<file path="src/rtl/light_pkg.sv">
// Shared encodings, table lengths and frame lookup for the lamp pattern controller.
package light_pkg;

    typedef enum logic [1:0] {
        MODE_FLASH = 2'd0,
        MODE_CHASE = 2'd1,
        MODE_ALT   = 2'd2,
        MODE_AUTO  = 2'd3
    } mode_e;

    typedef enum logic [1:0] {
        ST_IDLE  = 2'd0,
        ST_RUN   = 2'd1,
        ST_PAUSE = 2'd2
    } state_e;

    localparam logic [3:0] LEN_FLASH = 4'd2;
    localparam logic [3:0] LEN_CHASE = 4'd8;
    localparam logic [3:0] LEN_ALT   = 4'd2;
    localparam logic [3:0] LEN_AUTO  = 4'd12;

    localparam logic [7:0] FRAME_OFF   = 8'h00;
    localparam logic [7:0] FRAME_ON    = 8'hFF;
    localparam logic [7:0] FRAME_ALT_A = 8'h55;
    localparam logic [7:0] FRAME_ALT_B = 8'hAA;
    localparam logic [7:0] FRAME_LAMP0 = 8'h01;

    function automatic logic [3:0] table_len(input mode_e m);
        logic [3:0] len;
        unique case (m)
            MODE_FLASH: len = LEN_FLASH;
            MODE_CHASE: len = LEN_CHASE;
            MODE_ALT:   len = LEN_ALT;
            MODE_AUTO:  len = LEN_AUTO;
            default:    len = LEN_FLASH;
        endcase
        return len;
    endfunction

    function automatic logic [7:0] frame_lookup(input mode_e m, input logic [3:0] idx);
        logic [7:0] f;
        unique case (m)
            MODE_FLASH: f = idx[0] ? FRAME_ON : FRAME_OFF;
            MODE_CHASE: f = FRAME_LAMP0 << idx[2:0];
            MODE_ALT:   f = idx[0] ? FRAME_ALT_B : FRAME_ALT_A;
            MODE_AUTO: begin
                // AUTO = FLASH frames, then the 8 CHASE frames, then the ALT frames
                if (idx == 4'd0)
                    f = FRAME_OFF;
                else if (idx == 4'd1)
                    f = FRAME_ON;
                else if (idx <= 4'd9)
                    f = FRAME_LAMP0 << 3'(idx - 4'd2);
                else if (idx == 4'd10)
                    f = FRAME_ALT_A;
                else if (idx == 4'd11)
                    f = FRAME_ALT_B;
                else
                    f = FRAME_OFF;
            end
            default:    f = FRAME_OFF;
        endcase
        return f;
    endfunction

endpackage

</file>
<file path="src/rtl/light_tick.sv">
// Frame prescaler: one-cycle tick after every (TICK_DIV << speed) enabled cycles.
module light_tick
    import light_pkg::*;
#(
    parameter int unsigned TICK_DIV = 4
) (
    input  logic       clk,
    input  logic       reset,
    input  logic       enable,
    input  logic       clear,
    input  logic [1:0] speed,
    output logic       tick
);

    localparam int unsigned CW = 11;

    logic [CW-1:0] r_cnt;
    logic [CW-1:0] w_last;

    always_comb begin
        w_last = CW'((TICK_DIV << speed) - 32'd1);
        tick   = enable && !clear && (r_cnt == w_last);
    end

    always_ff @(posedge clk or negedge reset) begin
        if (!reset) begin
            r_cnt <= '0;
        end else if (clear) begin
            r_cnt <= '0;
        end else if (enable) begin
            r_cnt <= tick ? '0 : r_cnt + CW'(1);
        end
    end

endmodule

</file>
<file path="src/rtl/light_ctrl.sv">
// Lamp pattern sequencer: IDLE/RUN/PAUSE control over fixed frame tables.
module light_ctrl
    import light_pkg::*;
#(
    parameter int unsigned TICK_DIV = 4
) (
    input  logic       clk,
    input  logic       reset,
    input  logic       start,
    input  logic       stop,
    input  logic       step,
    input  logic [1:0] mode,
    input  logic [1:0] speed,
    output logic [7:0] q,
    output logic       busy,
    output logic       pattern_done
);

    state_e     r_state;
    mode_e      r_mode;
    logic [1:0] r_speed;
    logic [3:0] r_idx;
    logic [7:0] r_q;
    logic       r_busy;
    logic       r_done;

    state_e     w_state_nxt;
    mode_e      w_mode_nxt;
    logic [1:0] w_speed_nxt;
    logic [3:0] w_idx_nxt;
    logic [3:0] w_last;
    logic       w_enable;
    logic       w_clear;
    logic       w_tick;
    logic       w_adv;
    logic       w_wrap;

    // Prescaler control kept apart from the FSM block so tick never feeds back into it
    assign w_enable = (r_state == ST_RUN) && !stop;
    assign w_clear  = !stop && start && ((r_state == ST_IDLE) || (r_state == ST_PAUSE));

    light_tick #(
        .TICK_DIV (TICK_DIV)
    ) u_tick (
        .clk    (clk),
        .reset  (reset),
        .enable (w_enable),
        .clear  (w_clear),
        .speed  (r_speed),
        .tick   (w_tick)
    );

    always_comb begin
        w_state_nxt = r_state;
        w_mode_nxt  = r_mode;
        w_speed_nxt = r_speed;
        w_idx_nxt   = r_idx;
        w_adv       = 1'b0;
        w_last      = table_len(r_mode) - 4'd1;
        unique case (r_state)
            ST_IDLE: begin
                if (start && !stop) begin
                    w_state_nxt = ST_RUN;
                    w_mode_nxt  = mode_e'(mode);
                    w_speed_nxt = speed;
                    w_idx_nxt   = '0;
                end
            end
            ST_RUN: begin
                if (stop)
                    w_state_nxt = ST_PAUSE;
                else
                    w_adv = w_tick;
            end
            ST_PAUSE: begin
                if (stop) begin
                    w_state_nxt = ST_IDLE;
                    w_idx_nxt   = '0;
                end else if (start) begin
                    w_state_nxt = ST_RUN;
                end else begin
                    w_adv = step;
                end
            end
            default: w_state_nxt = ST_IDLE;
        endcase
        w_wrap = w_adv && (r_idx == w_last);
        if (w_adv)
            w_idx_nxt = w_wrap ? '0 : r_idx + 4'd1;
    end

    always_ff @(posedge clk or negedge reset) begin
        if (!reset)
            r_state <= ST_IDLE;
        else
            r_state <= w_state_nxt;
    end

    always_ff @(posedge clk or negedge reset) begin
        if (!reset) begin
            r_mode  <= MODE_FLASH;
            r_speed <= '0;
            r_idx   <= '0;
            r_q     <= '0;
            r_busy  <= 1'b0;
            r_done  <= 1'b0;
        end else begin
            r_mode  <= w_mode_nxt;
            r_speed <= w_speed_nxt;
            r_idx   <= w_idx_nxt;
            r_q     <= (w_state_nxt == ST_IDLE) ? FRAME_OFF : frame_lookup(w_mode_nxt, w_idx_nxt);
            r_busy  <= (w_state_nxt != ST_IDLE);
            r_done  <= w_wrap;
        end
    end

    assign q            = r_q;
    assign busy         = r_busy;
    assign pattern_done = r_done;

endmodule
</file>
<file path="config.mk">
export PLATFORM = sky130hd
export DESIGN_NAME = light_ctrl
export DESIGN_NICKNAME = d
export VERILOG_FILES = /design/src/rtl/light_pkg.sv /design/src/rtl/light_tick.sv /design/src/rtl/light_ctrl.sv
export SDC_FILE = /design/constraint.sdc
export NUM_CORES = 1
export LEC_CHECK = 0
export BUFFER_PORTS_ARGS = -buffer_cell sky130_fd_sc_hd__clkbuf_2
export CORE_UTILIZATION = 60
export CTS_CLUSTER_DIAMETER = 200
export CTS_CLUSTER_SIZE = 12
export DETAILED_ROUTE_END_ITERATION = 10
export HOLD_SLACK_MARGIN = 0.1
export PLACE_DENSITY_LB_ADDON = 0.08
export SETUP_SLACK_MARGIN = 0.3
export SKIP_LAST_GASP = 1
export SLEW_MARGIN = 25
export SYNTH_ARGS = -nofsm -noshare
export SYNTH_HDL_FRONTEND = slang
export SYNTH_SLANG_ARGS = --single-unit
</file>
<file path="constraint.sdc">
create_clock -name clk -period 7.2 [get_ports clk]
set_clock_uncertainty 0.15 [all_clocks]
set_input_delay 0 -clock clk [delete_from_list [all_inputs] [get_ports clk]]
set_output_delay 0 -clock clk [all_outputs]
set_load 0.005 [all_outputs]
</file>
# Word-level counts from Yosys, hierarchy flattened
# Cells that the tools add are included.
# word_totals
elab_cells	77
out_inout_bits	10
input_bits	9
ff_bits	31
# classes
n_eq_ne	13
add_sub_neg	5
reduce_logical	18
mux	29
n_lt_le_gt_ge	1
shifts	3
# op_table
cell	n
two-way mux 8 bit	8
two-way mux 11 bit	3
case mux 8 bit (4 select lines)	1
two-way mux 4 bit	4
left shift 1 x 3 -> 8 bit, first input constant	2
two-way mux 2 bit	6
case mux 4 bit (3 select lines)	1
adder 11 x 1 -> 11 bit, second input constant	1
== test 11 bit	1
left shift 3 x 2 -> 11 bit, first input constant	1
subtractor 11 x 1 -> 11 bit, second input constant	1
== test 2 bit, second input constant	5
== test 4 bit, second input constant	2
logical NOT 2 bit	4
case mux 4 bit (2 select lines)	1
== test 2 x 1 -> 1 bit, second input constant	3
logical AND 1 bit	6
case mux 2 bit (3 select lines)	1
adder 4 x 1 -> 4 bit, second input constant	1
== test 4 x 1 -> 1 bit, second input constant	1
== test 4 bit	1
less-or-equal comparator 4 bit, second input constant	1
logical NOT 4 bit	1
nonzero test 2 bit	2
other kinds (8)	11

# Longest topological paths before layout
# logic_depth
word_depth	19
mapped_depth	11
depth_no_buf	11

# By module
# A second synthesis with hierarchy kept.
# hier_totals
cells_unflattened	201
area_unflattened_um2	1911.8
# modules_own_cells
mod	cells_per_inst	seq_area_each_um2	area_each_um2	instances
light_ctrl	130	500.5	1263.7	1
light_tick	71	275.3	648.1	1

# Worst setup path after synthesis
# OpenSTA, ideal clock, no wires.
# synth_timing
path_kind	reg-to-reg
from	register r_state[0]
to	register r_q[0], in the netlist q[0]
path_stages_with_launch	11
path_slack_ns	4.657
arrival_time_ns	2.297
n_path_buf	0
period_less_slack_ns	2.543
setup_time_ns	0.095
required_ns	6.955
path_cell_list	dfrtp_1 -> inv_1 -> ha_1 -> o21ai_0 -> nand3_1 -> a211oi_4 -> nor2_4 -> mux2i_4 -> nor3_1 -> a22oi_1 -> o31ai_1
# synth_between
elab_chain_len	18
word_cells_on_any_way	41
classes_between	add/sub (1); order compare (1); eq/ne (7); shift (2); mux (19); reduce/logical (11)
# synth_lines
item	line_no	text
from (decl)	light_ctrl.sv:19	state_e r_state;
from (signal assigned)	light_ctrl.sv:96	r_state <= w_state_nxt;
== test 2 bit / logical NOT 2 bit (equally long branches)	light_ctrl.sv:40, light_ctrl.sv:60	
logical OR 1 bit	light_ctrl.sv:40	assign w_clear = !stop && start && ((r_state == ST_IDLE) || (r_state == ST_PAUSE));
logical AND 1 bit	light_ctrl.sv:40	
logical NOT 1 bit	light_tick.sv:22	tick = enable && !clear && (r_cnt == w_last);
logical AND 1 bit (2 in a row)	light_tick.sv:22	
two-way mux 1 bit	light_ctrl.sv:70	if (stop)
case mux 1 bit (2 select lines)	light_ctrl.sv:60	unique case (r_state)
logical AND 1 bit	light_ctrl.sv:87	w_wrap = w_adv && (r_idx == w_last);
two-way mux 4 bit	light_ctrl.sv:89	w_idx_nxt = w_wrap ? '0 : r_idx + 4'd1;
two-way mux 4 bit (*)	light_ctrl.sv:88	if (w_adv)
via w_idx_nxt[3]	light_ctrl.sv:30	logic [3:0] w_idx_nxt;
parallel branches: the longest is 4 deep, another holds less-or-equal comparator 4 bit	-	
two-way mux 8 bit (*)	light_pkg.sv:48	if (idx == 4'd0)
case mux 8 bit (4 select lines) (*)	light_pkg.sv:42	unique case (m)
two-way mux 8 bit (*)	light_ctrl.sv:111	r_q <= (w_state_nxt == ST_IDLE) ? FRAME_OFF : frame_lookup(w_mode_nxt, w_idx_nxt);
to (signal assigned)	light_ctrl.sv:111	
to (decl)	light_ctrl.sv:23	logic [7:0] r_q;
# Mark *: on every way through the listed nets, which the timed path passes.
# A chain may end at the register's enable or synchronous reset.

# Final worst setup path
# layout_timing
from	register r_state[0]
to	register r_q[0], in the netlist q[0]
# layout_between
elab_chain_len	18
word_cells_on_any_way	41
classes_between	add/sub (1); order compare (1); eq/ne (7); shift (2); mux (19); reduce/logical (11)
# layout_lines
item	line_no	text
== test 2 bit / logical NOT 2 bit (equally long branches)	light_ctrl.sv:40, light_ctrl.sv:60	
logical OR 1 bit	light_ctrl.sv:40	
logical AND 1 bit	light_ctrl.sv:40	
logical NOT 1 bit	light_tick.sv:22	
logical AND 1 bit (2 in a row)	light_tick.sv:22	
two-way mux 1 bit	light_ctrl.sv:70	
case mux 1 bit (2 select lines)	light_ctrl.sv:60	
logical AND 1 bit	light_ctrl.sv:87	
two-way mux 4 bit	light_ctrl.sv:89	
two-way mux 4 bit	light_ctrl.sv:88	
subtractor 3 x 2 -> 3 bit / == test 4 bit (equally long branches)	light_pkg.sv:53, light_pkg.sv:54	
left shift 1 x 3 -> 8 bit / two-way mux 8 bit (equally long branches)	light_pkg.sv:53, light_pkg.sv:54	
two-way mux 8 bit	light_pkg.sv:52	else if (idx <= 4'd9)
two-way mux 8 bit	light_pkg.sv:50	else if (idx == 4'd1)
two-way mux 8 bit	light_pkg.sv:48	
case mux 8 bit (4 select lines)	light_pkg.sv:42	
two-way mux 8 bit (*)	light_ctrl.sv:111	
# Mark *: on every way between the ends. The rest lies on a longest branch, timed or not.

==> metrics.md <==
| Metric | Value |
|---|---|
| Outcome | complete, no violations |
| Maximum VDD drop | 170 uV |
| Max-cap check violation count | 0 |
| Synthesized area | 0.00189 mm2 |
| Fillers | 249 |
| Worst EP required | 7.28 ns |
| Gr ovfl total | 0 |
| Commonest non-fill, non-tap cell in the layout | dfrtp_1 |
| Detail Route Antenna Nets | 0 |
| Io pins | 19 |
| Slew @ Worst Pin | 0.964 ns |
| Post-synth EDFFs | 0 |
| Period Utilization, post-route | 0.461 |
| Flop and latch count out of synthesis | 31 |
| Worst rel slew slack | 0.339 |
| Final setup violation count | 0 |
| Die X | 58.2 um |
| Residual DRC count | 0 |
| Crit path max fanout | 11 |
| Worst Path Arrival | 3.40 ns |
| Detailed-route wire length per cell | 15.1 um |
| Top cells by area, synth | dfrtp_1 41%, o21ai_0 5.3%, ha_1 4.0% |
| Lkg Pwr | 0.986 nW |
| Yosys top cell area share | 0.410 |
| CTS clk-pin slew, worst paths | 0.10 ns |
| Netlist cell types | 52 |
| Largest net degree at the start of global routing | 32 |
| Cell taking the most area after synthesis | dfrtp_1 |
| Sequential cell area | 776 um2 |
| Number of diodes | 0 |
| First DRT Iteration DRCs | 100 |
| Setup TNS after final layout | 0 ns |
| Sequential share of the synthesized area | 0.410 |
| RSZ-0062 raised after global routing | no |
| Vias | 1621 |
| GPL Wtd Cong | 0.900 |
| Main synth FF type | dfrtp_1 |
| Endpoints failing hold | 0 |
| Total Routed Length | 4.12 mm |
| Multi-input logic area | 0.00104 mm2 |
| Syn_area_per_cell | 9.42 um2 |
| Die area | 0.00338 mm2 |
| Share of post-route cells with drive strength above 1 | 0.188 |
| Syn Inst Count | 201 |
| Core area | 0.00303 mm2 |
| F_max | 0.301 GHz |
| Final WS setup | 3.88 ns |
| Synth warn | 0 |
| Vias in the first global route | 1576 |
| First-pass DRT Iterations | 4 |
| GRT Overall Usage | 0.272 |
| H-tree levels | 2 |
| I/O Buffers | 18 |
| DIE HEIGHT | 58.2 um |
| Dpl hpwl | 2.85 mm |
| Drt via density | 5.94 |
| Area grow syn2layout | 14.1% |
| P per Cell Area | 292 mW/mm2 |
| Cell row count | 20 |
| R2R setup slack | 3.88 ns |
| Clock Tree Root | clkbuf_4 |
| Final Power | 0.631 mW |
| Clock tree buffer depth | 2 |
| Most frequent cells in the layout | 31 x dfrtp_1, 20 x o21ai_0, 18 x clkbuf_2, 17 x nor2_1, 15 x nand2_1 |
| DP Worst Slack | 3.96 ns |
| Nets | 244 |
| Post-Syn Nets | 216 |
| TritonCTS clock tree | built |
| Pins Over Slew Limit | 0 |
| Critical Path End Type | register |
| Crit path time final | 3.32 ns |
| Sink Count | 31 |
| CP Launch Type | register |
| WS Path Type | reg -> reg |
| Initial Util | 0.625 |
| Global-route wire length before repair | 6.87 mm |
| Setup repair bufs after CTS | 0 |
| Worst hold path class | in -> async |
| CTS buffer count | 5 |
| Clk_lat worst skew | 0.34 ns |
| Initial antenna violation count | 0 |
| Async set or reset register ratio after synthesis | 1.00 |
-- path summary, 6_finish.rpt --
kind,startpoint,end,cells past startpoint
min reg2reg,u_tick.r_cnt[10],u_tick.r_cnt[10],2
max,r_state[0],q[0],10
max reg2reg,r_state[0],q[0],10
max in group asynchronous,reset,u_tick.r_cnt[2],2
min,reset,r_state[0],2
min in group clk,step,pattern_done,4
-- report_power, final --
part | leakage, nW | switching [mW] | internal (mW)
registers | 0.417 | 0.0342 | 0.209
clock network | 0.0383 | 0.0594 | 0.0715
logic | 0.531 | 0.154 | 0.103
total | 0.986 | 0.248 | 0.384
-- synth_stat cells, types with 2 or more instances --
| library cell | count |
|---|---|
| and3_1 | 3 |
| nor2_1 | 17 |
| nor2b_1 | 3 |
| nor3b_1 | 2 |
| nand2_1 | 15 |
| a21oi_1 | 12 |
| mux2i_4 | 2 |
| clkbuf_1 | 3 |
| xnor2_1 | 2 |
| nand3_1 | 10 |
| ha_1 | 6 |
| o21ai_0 | 20 |
| mux2_2 | 2 |
| o31ai_1 | 2 |
| and3_2 | 2 |
| nand2b_1 | 7 |
| o2111ai_1 | 2 |
| xor2_1 | 2 |
| dfrtp_1 | 31 |
| mux2i_1 | 2 |
| nor4b_2 | 2 |
| a31oi_1 | 5 |
| o21ai_1 | 4 |
| nor3_1 | 5 |
| inv_1 | 12 |
| a21o_1 | 2 |
-- layout make-up --
class | instances | area share
timing repair buffer | 26 | 0.0788
inverter | 13 | 0.0226
clock inverter | 1 | 0.0139
multi-input combinational | 152 | 0.481
sequential | 31 | 0.359
clock buffer | 6 | 0.0191
tap | 44 | 0.0255
-- worst max-delay path: stages (launching register included) --
cell and delay [ns]:
dfrtp_1 0.39, inv_1 0.10, ha_1 0.26, o21ai_0 0.34, nand3_1 0.19, a211oi_4 0.35
nor2_4 0.10, mux2i_1 0.75, nor3_1 0.25, a22oi_1 0.25, o31ai_1 0.08
-- flip-flops by register name (all words and copies together), names as in the netlist --
signal,count
u_tick.r_cnt,11
r_state,2
q,8
r_speed,2
busy,1
r_idx,4
pattern_done,1
r_mode,2
-- kinds of logic (layout without fill, tap and decap cells) --
| group | count (synthesis) | count (layout) | share of synthesized area |
|---|---|---|---|
| xor gates and xnor gates | 4 | 4 | 0.0185 |
| buffers and inverters | 18 | 46 | 0.0416 |
| adders and majority gates | 6 | 6 | 0.0397 |
| muxes | 7 | 7 | 0.0542 |
| and+or+nand+nor | 74 | 74 | 0.212 |
| DFF | 31 | 31 | 0.410 |
| AOI/OAI and AO/OA | 61 | 61 | 0.224 |
-- metrics by stage --
step / utilization / cell area (um2) / instances / hold slack [ns]
after floorplan: - / 1890 / 201 / -0.446
after global placement: 0.663 / 2010 / 258 / -0.0531
after detailed placement: 0.663 / 2010 / 258 / -0.0421
after CTS: 0.713 / 2160 / 273 / 0.124
after global routing: 0.713 / 2160 / 273 / 0.171
final: 0.713 / 2160 / 273 / 0.101
-- layer usage --
| layer | GRT usage | vias up | share of wire |
|---|---|---|---|
| met2 | 0.488 | 49 | 0.54 |
| met1 | 0.306 | 795 | 0.40 |
| met4 | 0.0952 | 0 | 0.012 |
| met5 | 0 | - | 0 |
| met3 | 0.0804 | 10 | 0.046 |
| li1 | - | 767 | - |
-- timing repair --
action	in CTS	in global routing
resized for setup	0	0
endpoints found under the hold margin	43	0
hold buffers	8	0
Note: power is estimated with default switching activity, not from simulation.
